===== src/rtl/core_pkg.sv =====
// Shared control-unit definitions: sequencer states and one-hot exception/interrupt phase codes.
// The HALT_DF state exists only when CORE_DOUBLE_FAULT_EN is defined.
package core_pkg;

    localparam int unsigned CORE_PC_W = 32;
    localparam int unsigned EXC_W     = 4;
    localparam int unsigned INT_W     = 3;

    localparam logic [EXC_W-1:0] EXC_NONE    = 4'b0000;
    localparam logic [EXC_W-1:0] EXC_SAVE_S  = 4'b0001;
    localparam logic [EXC_W-1:0] EXC_SAVE_A  = 4'b0010;
    localparam logic [EXC_W-1:0] EXC_VEC_S   = 4'b0100;
    localparam logic [EXC_W-1:0] EXC_VEC_A   = 4'b1000;
    localparam logic [EXC_W-1:0] EXC_HALT_DF = 4'b1000;

    localparam logic [INT_W-1:0] INT_NONE = 3'b000;
    localparam logic [INT_W-1:0] INT_P1   = 3'b001;
    localparam logic [INT_W-1:0] INT_P2   = 3'b010;
    localparam logic [INT_W-1:0] INT_VEC  = 3'b100;

    typedef enum logic [3:0] {
        ST_IDLE       = 4'd0,
        ST_EXC_SAVE_S = 4'd1,
        ST_EXC_SAVE_A = 4'd2,
        ST_EXC_VEC_S  = 4'd3,
        ST_EXC_VEC_A  = 4'd4,
        ST_INT_P1     = 4'd5,
        ST_INT_P2     = 4'd6,
        ST_INT_VEC    = 4'd7
`ifdef CORE_DOUBLE_FAULT_EN
        ,
        ST_HALT_DF    = 4'd8
`endif
    } seq_state_t;

    function automatic logic [EXC_W-1:0] exc_code(input seq_state_t s);
        logic [EXC_W-1:0] c;
        c = EXC_NONE;
        case (s)
            ST_EXC_SAVE_S: c = EXC_SAVE_S;
            ST_EXC_SAVE_A: c = EXC_SAVE_A;
            ST_EXC_VEC_S:  c = EXC_VEC_S;
            ST_EXC_VEC_A:  c = EXC_VEC_A;
`ifdef CORE_DOUBLE_FAULT_EN
            ST_HALT_DF:    c = EXC_HALT_DF;
`endif
            default:       c = EXC_NONE;
        endcase
        return c;
    endfunction

    function automatic logic [INT_W-1:0] int_code(input seq_state_t s);
        logic [INT_W-1:0] c;
        c = INT_NONE;
        case (s)
            ST_INT_P1:  c = INT_P1;
            ST_INT_P2:  c = INT_P2;
            ST_INT_VEC: c = INT_VEC;
            default:    c = INT_NONE;
        endcase
        return c;
    endfunction

    // Successor of an exception phase when no new exception interferes.
    function automatic seq_state_t exc_next(input seq_state_t s);
        seq_state_t n;
        n = ST_IDLE;
        case (s)
            ST_EXC_SAVE_S: n = ST_EXC_VEC_S;
            ST_EXC_SAVE_A: n = ST_EXC_VEC_A;
            default:       n = ST_IDLE;
        endcase
        return n;
    endfunction

endpackage


===== src/rtl/int_edge_sync.sv =====
// Multi-flop synchroniser for an asynchronous pin followed by a rising-edge detector.
// STAGES must be at least 2; rise_c is a one-cycle pulse derived from flop outputs only.
module int_edge_sync #(
    parameter int unsigned STAGES = 2
) (
    input  logic clk,
    input  logic reset,
    input  logic async_in,
    output logic rise_c
);

    logic [STAGES-1:0] sync_q;
    logic              prev_q;

    always_ff @(posedge clk or negedge reset) begin
        if (!reset) begin
            sync_q <= '0;
            prev_q <= 1'b0;
        end else begin
            sync_q <= {sync_q[STAGES-2:0], async_in};
            prev_q <= sync_q[STAGES-1];
        end
    end

    assign rise_c = sync_q[STAGES-1] & ~prev_q;

endmodule


===== src/rtl/int_exc_sequencer.sv =====
// Exception/interrupt entry sequencer feeding one-hot phase codes to the control unit.
// Optional double-fault halt is enabled by defining CORE_DOUBLE_FAULT_EN.
module int_exc_sequencer
    import core_pkg::*;
#(
    parameter int unsigned PC_W        = CORE_PC_W,
    parameter int unsigned SYNC_STAGES = 2
) (
    input  logic             clk,
    input  logic             reset,
    input  logic             ext_int,
    input  logic             exc_empty_stack,
    input  logic             exc_bad_addr,
    input  logic [PC_W-1:0]  mem_pc,
    input  logic             stall,
    output logic [EXC_W-1:0] exceptions,
    output logic [INT_W-1:0] interrupts,
    output logic [PC_W-1:0]  epc,
    output logic             busy,
    output logic             int_pending
`ifdef CORE_DOUBLE_FAULT_EN
    ,
    output logic             double_fault
`endif
);

    seq_state_t state_q;
    seq_state_t state_d;
    logic       rise_c;
    logic       pend_s_q;
    logic       pend_a_q;
    logic       pend_s_d;
    logic       pend_a_d;
    logic       int_pend_d;
    logic       capture_epc;
    logic       eff_s;
    logic       eff_a;
`ifdef CORE_DOUBLE_FAULT_EN
    logic       df_set;
`endif

    int_edge_sync #(
        .STAGES (SYNC_STAGES)
    ) u_ext_sync (
        .clk      (clk),
        .reset    (reset),
        .async_in (ext_int),
        .rise_c   (rise_c)
    );

    // An exception is live if pulsed now or remembered from a stall / INT_VEC.
    assign eff_s = exc_empty_stack | pend_s_q;
    assign eff_a = exc_bad_addr | pend_a_q;

    always_comb begin
        state_d     = state_q;
        pend_s_d    = pend_s_q | exc_empty_stack;
        pend_a_d    = pend_a_q | exc_bad_addr;
        int_pend_d  = int_pending;
        capture_epc = 1'b0;
`ifdef CORE_DOUBLE_FAULT_EN
        df_set      = 1'b0;
`endif
        if (!stall) begin
            pend_s_d = 1'b0;
            pend_a_d = 1'b0;
            case (state_q)
                ST_IDLE: begin
                    if (eff_s) begin
                        state_d     = ST_EXC_SAVE_S;
                        capture_epc = 1'b1;
                    end else if (eff_a) begin
                        state_d     = ST_EXC_SAVE_A;
                        capture_epc = 1'b1;
                    end else if (int_pending) begin
                        state_d    = ST_INT_P1;
                        int_pend_d = 1'b0;
                    end
                end
                ST_INT_P1, ST_INT_P2: begin
                    if (eff_s) begin
                        state_d     = ST_EXC_SAVE_S;
                        capture_epc = 1'b1;
                        int_pend_d  = 1'b1;
                    end else if (eff_a) begin
                        state_d     = ST_EXC_SAVE_A;
                        capture_epc = 1'b1;
                        int_pend_d  = 1'b1;
                    end else begin
                        state_d = (state_q == ST_INT_P1) ? ST_INT_P2 : ST_INT_VEC;
                    end
                end
                ST_INT_VEC: begin
                    state_d  = ST_IDLE;
                    pend_s_d = eff_s;
                    pend_a_d = eff_a;
                end
                ST_EXC_SAVE_S, ST_EXC_SAVE_A, ST_EXC_VEC_S, ST_EXC_VEC_A: begin
                    state_d = exc_next(state_q);
`ifdef CORE_DOUBLE_FAULT_EN
                    if (eff_s || eff_a) begin
                        state_d = ST_HALT_DF;
                        df_set  = 1'b1;
                    end
`endif
                end
`ifdef CORE_DOUBLE_FAULT_EN
                ST_HALT_DF: state_d = ST_HALT_DF;
`endif
                default: state_d = ST_IDLE;
            endcase
        end
        // A fresh pin edge always wins over the clear on interrupt entry.
        if (rise_c) begin
            int_pend_d = 1'b1;
        end
    end

    always_ff @(posedge clk or negedge reset) begin
        if (!reset) begin
            state_q     <= ST_IDLE;
            exceptions  <= EXC_NONE;
            interrupts  <= INT_NONE;
            busy        <= 1'b0;
            int_pending <= 1'b0;
            pend_s_q    <= 1'b0;
            pend_a_q    <= 1'b0;
            epc         <= '0;
`ifdef CORE_DOUBLE_FAULT_EN
            double_fault <= 1'b0;
`endif
        end else begin
            state_q     <= state_d;
            exceptions  <= exc_code(state_d);
            interrupts  <= int_code(state_d);
            busy        <= (state_d != ST_IDLE);
            int_pending <= int_pend_d;
            pend_s_q    <= pend_s_d;
            pend_a_q    <= pend_a_d;
            if (capture_epc) begin
                epc <= mem_pc;
            end
`ifdef CORE_DOUBLE_FAULT_EN
            double_fault <= double_fault | df_set;
`endif
        end
    end

endmodule


===== config.mk =====
export PLATFORM = sky130hd
export DESIGN_NAME = int_exc_sequencer
export DESIGN_NICKNAME = d
export VERILOG_FILES = /design/src/rtl/core_pkg.sv /design/src/rtl/int_edge_sync.sv /design/src/rtl/int_exc_sequencer.sv
export SDC_FILE = /design/constraint.sdc
export NUM_CORES = 1
export LEC_CHECK = 0
export ABC_AREA = 0
export CAP_MARGIN = 15
export CORE_ASPECT_RATIO = 1.4
export CORE_MARGIN = 4
export CORE_UTILIZATION = 40
export DETAILED_ROUTE_END_ITERATION = 12
export GPL_TIMING_DRIVEN = 0
export PLACE_DENSITY = 0.72
export SYNTH_ARGS = -nofsm -noshare
export SYNTH_HDL_FRONTEND = slang
export SYNTH_SLANG_ARGS = --single-unit

===== constraint.sdc =====
create_clock -name clk -period 2.16 [get_ports clk]
set_input_delay 0.54 -clock clk [delete_from_list [all_inputs] [get_ports clk]]
set_output_delay 0.54 -clock clk [all_outputs]
set_load 0.05 [all_outputs]

==> results.cfg <==
[floorplanning]
fp.dieH_um = 94.76
fp.coreArea_mm2 = 0.005197
die_area_mm2 = 0.006631
die_w_um = 69.98
core.rowCount = 31
pin_count = 79
initial_core_util = 0.4138

[placement]
dp_hpwl_um = 3340
portBuffers = 78
gp_congestion = 0.7947
pre_cts_ws_ps = -457.6
placedCellCount = 299

[layout]
fill_cells = 430
antenna_cells = 0
nets = 280
area_growth_syn_to_layout_pct = 48.52
final_layout_size_suffix_gt1_frac = 0.2222
fin_cells = 309

[route]
via_per_inst = 4.883
dr.first_iter.drc_count = 75
firstDrtPassIters = 4
routedWlPerCell_um = 15.28
drc_errors = 0
ant_nets = 0
vias = 1509
routed_wl_um = 4721

[critical_path]
cp_top_family = buffers and inverters
critical_path.max_fanout = 10
worstSetupPathType = input port to flip-flop
critical_path.slowest_cell = or4b_4
critPathCaptureType = flip-flop
crit_required_ps = 2350
start_kind = input port
critPathBufInv = 3
path_cells = clkdlybuf4s50_1 > or2_4 > nor3_4 > or4b_4 > buf_6 > buf_6 > mux2_4
cp_common_cell = buf_6
slowest_delay_ps = 480
arrival_ps = 2330

[global_route]
gr-usage-all-layers = 0.1409
grt_start_max_net_pins = 40
overflow = 0
antenna_found_initial = 0
first_global_vias = 1556
grt_pass1_wl_um = 7348

[yosys]
synthesis.area_mm2 = 0.002151
ys_ff_latch = 50
avgSynthCellArea_um2 = 13.97
synthFlopType = dfrtp_1
seq_area_frac_synth = 0.5817
synth-edff-count = 0
yosysWarnings = 0
syn-num-nets = 192
ys_top_cells_by_area = dfrtp_1, mux2_4, nor3b_1
synth_most_common_cell = dfrtp_1
yosys.area.top_type = dfrtp_1
synthArstFlopShare = 1.000
synth.lib_cells_used.distinct = 35
synthesis.instances = 154
netlist_top_cells_count = dfrtp_1, mux2_4, nand2_1, nor2_1
synth_top_area_frac = 0.5817

[flow_run]
max_cap_violations = 0

[cts]
max-clock-path-buffers = 2
path_clk_slew_ps = 90
ctsHoldBuffers = 0
tritoncts = built
root_buffer = clkbuf_8
cts.sinks = 50
numCtsBuffers = 5
cts_max_level = 2
clock_latency_ps = 300

[power]
total_leakage_power_nw = 1.436
vdd.ir_drop.worst_uv = 923.8
p_total_mw = 5.655
power.density_mw_per_mm2 = 1770

[timing]
maxSlewHeadroom = 0.6087
max_freq_mhz = 466.9
finalWorstSetupSlack_ps = 18.21
fin_skew_ps = 8.325
tightest_slew_ps = 583.0
hold_viol = 0
min_period_ps = 2142
slew_viol_final = 0
period_share = 0.9916
setup_viol = 0

[hold_path]
hp-class = input port to async pin

[run_status]
status = finished, final reports clean
-- logic make-up (layout without fill, tap and decap cells) --
group	after synthesis	after routing	share of synthesized area
multiplexers	32	32	0.2199
AND/OR/NAND/NOR	39	39	0.1036
AO/OA/AOI/OAI	19	19	0.05585
flip-flops	50	50	0.5817
XOR/XNOR	1	1	0.004073
buffers and inverters	13	102	0.03490
-- placed cells by master, fill, tap and decap left out, types with 2 or more instances in the layout --
master           synthesis  layout
a31oi_1                  2       2
buf_4                    0       2
mux2_1                   2       2
inv_1                    3       3
o21ai_0                  4       4
mux2_4                  30      30
or3_1                    3       3
clkbuf_1                 3       3
clkdlybuf4s50_1          0      77
nand2_1                  6       6
dfrtp_1                 50      50
a21oi_1                  4       4
buf_2                    3       3
nand2b_1                 3       3
nand3b_1                 2       2
nor3_1                   5       4
buf_6                    3       4
nor4_1                   2       2
nor2_1                   6       6
clkbuf_8                 0       5
nor3b_1                  5       5
o21ai_1                  2       2
-- per-layer routing --
layer | vias up | part of all wire | track usage | wire (um)
met4 | 0 | 0.024 | 0.06869 | 112
met1 | 725 | 0.44 | 0.1838 | 2058
met3 | 10 | 0.059 | 0.03195 | 277
met5 | - | 0 | 0 | 0
met2 | 56 | 0.48 | 0.2216 | 2273
li1 | 718 | - | - | -
-- flip-flops by register name (all words and copies together), names as in the netlist --
signal	cells
interrupts	3
exceptions	4
u_ext_sync.sync_q	2
state_q	4
u_ext_sync.prev_q	1
epc	32
busy	1
pend_s_q	1
int_pending	1
pend_a_q	1
-- worst paths after layout --
check / from / to / slack (ps) / cells past startpoint
hold reg to reg: u_ext_sync.sync_q[0] / u_ext_sync.sync_q[1] / 360 / 0
min in group clk: u_ext_sync.sync_q[0] / u_ext_sync.sync_q[1] / 360 / 0
setup / recovery: exc_empty_stack / epc[10] / 20 / 7
max in group asynchronous: reset / epc[26] / 1560 / 2
hold / removal: reset / epc[11] / 110 / 1
setup reg to reg: state_q[0] / interrupts[2] / 210 / 7
-- final cells by class --
cell class	count	area, um2	area share
sequential	50	1251	0.3917
multi-input combinational	91	855.8	0.2679
timing repair buffer	81	810.8	0.2538
tap	66	82.58	0.02585
clock buffer	5	68.82	0.02154
buffer	9	66.31	0.02076
clock inverter	3	43.79	0.01371
inverter	4	15.01	0.004700
-- worst register-to-register path, cell delays in order, from the launching register on --
cell and delay, ps:
dfrtp_1 430, buf_2 210, a311oi_1 510, inv_1 80, a31oi_1 200, a21oi_2 90, buf_4 160, nor3b_1 190
-- power breakdown --
| group | internal [mW] | switching (mW) | total (mW) |
|---|---|---|---|
| registers | 1.33 | 0.215 | 1.54 |
| clock network | 0.347 | 0.321 | 0.668 |
| logic | 1.45 | 1.99 | 3.44 |
| total | 3.13 | 2.52 | 5.66 |
-- timing repair --
| action | 4_1_cts | 5_1_grt |
|---|---|---|
| gates resized for setup | 2 | 7 |
| endpoints found under the setup margin | 30 | 31 |
| buffers inserted | 0 | 2 |
-- through the flow --
| stage | util | hold slack (ps) | setup TNS (ps) | cell area (um2) |
|---|---|---|---|---|
| after global routing | 0.6146 | 127.8 | -5.545 | 3194 |
| after floorplan | - | 244.4 | 0 | 2151 |
| final | 0.6146 | 110.9 | 0 | 3194 |
| after detailed placement | 0.5828 | 337.1 | -14950 | 3029 |
| after global placement | 0.5799 | 333.0 | -59600 | 3014 |
| after CTS | 0.6059 | 109.5 | 0 | 3149 |
Note: power is estimated with default switching activity, not from simulation.
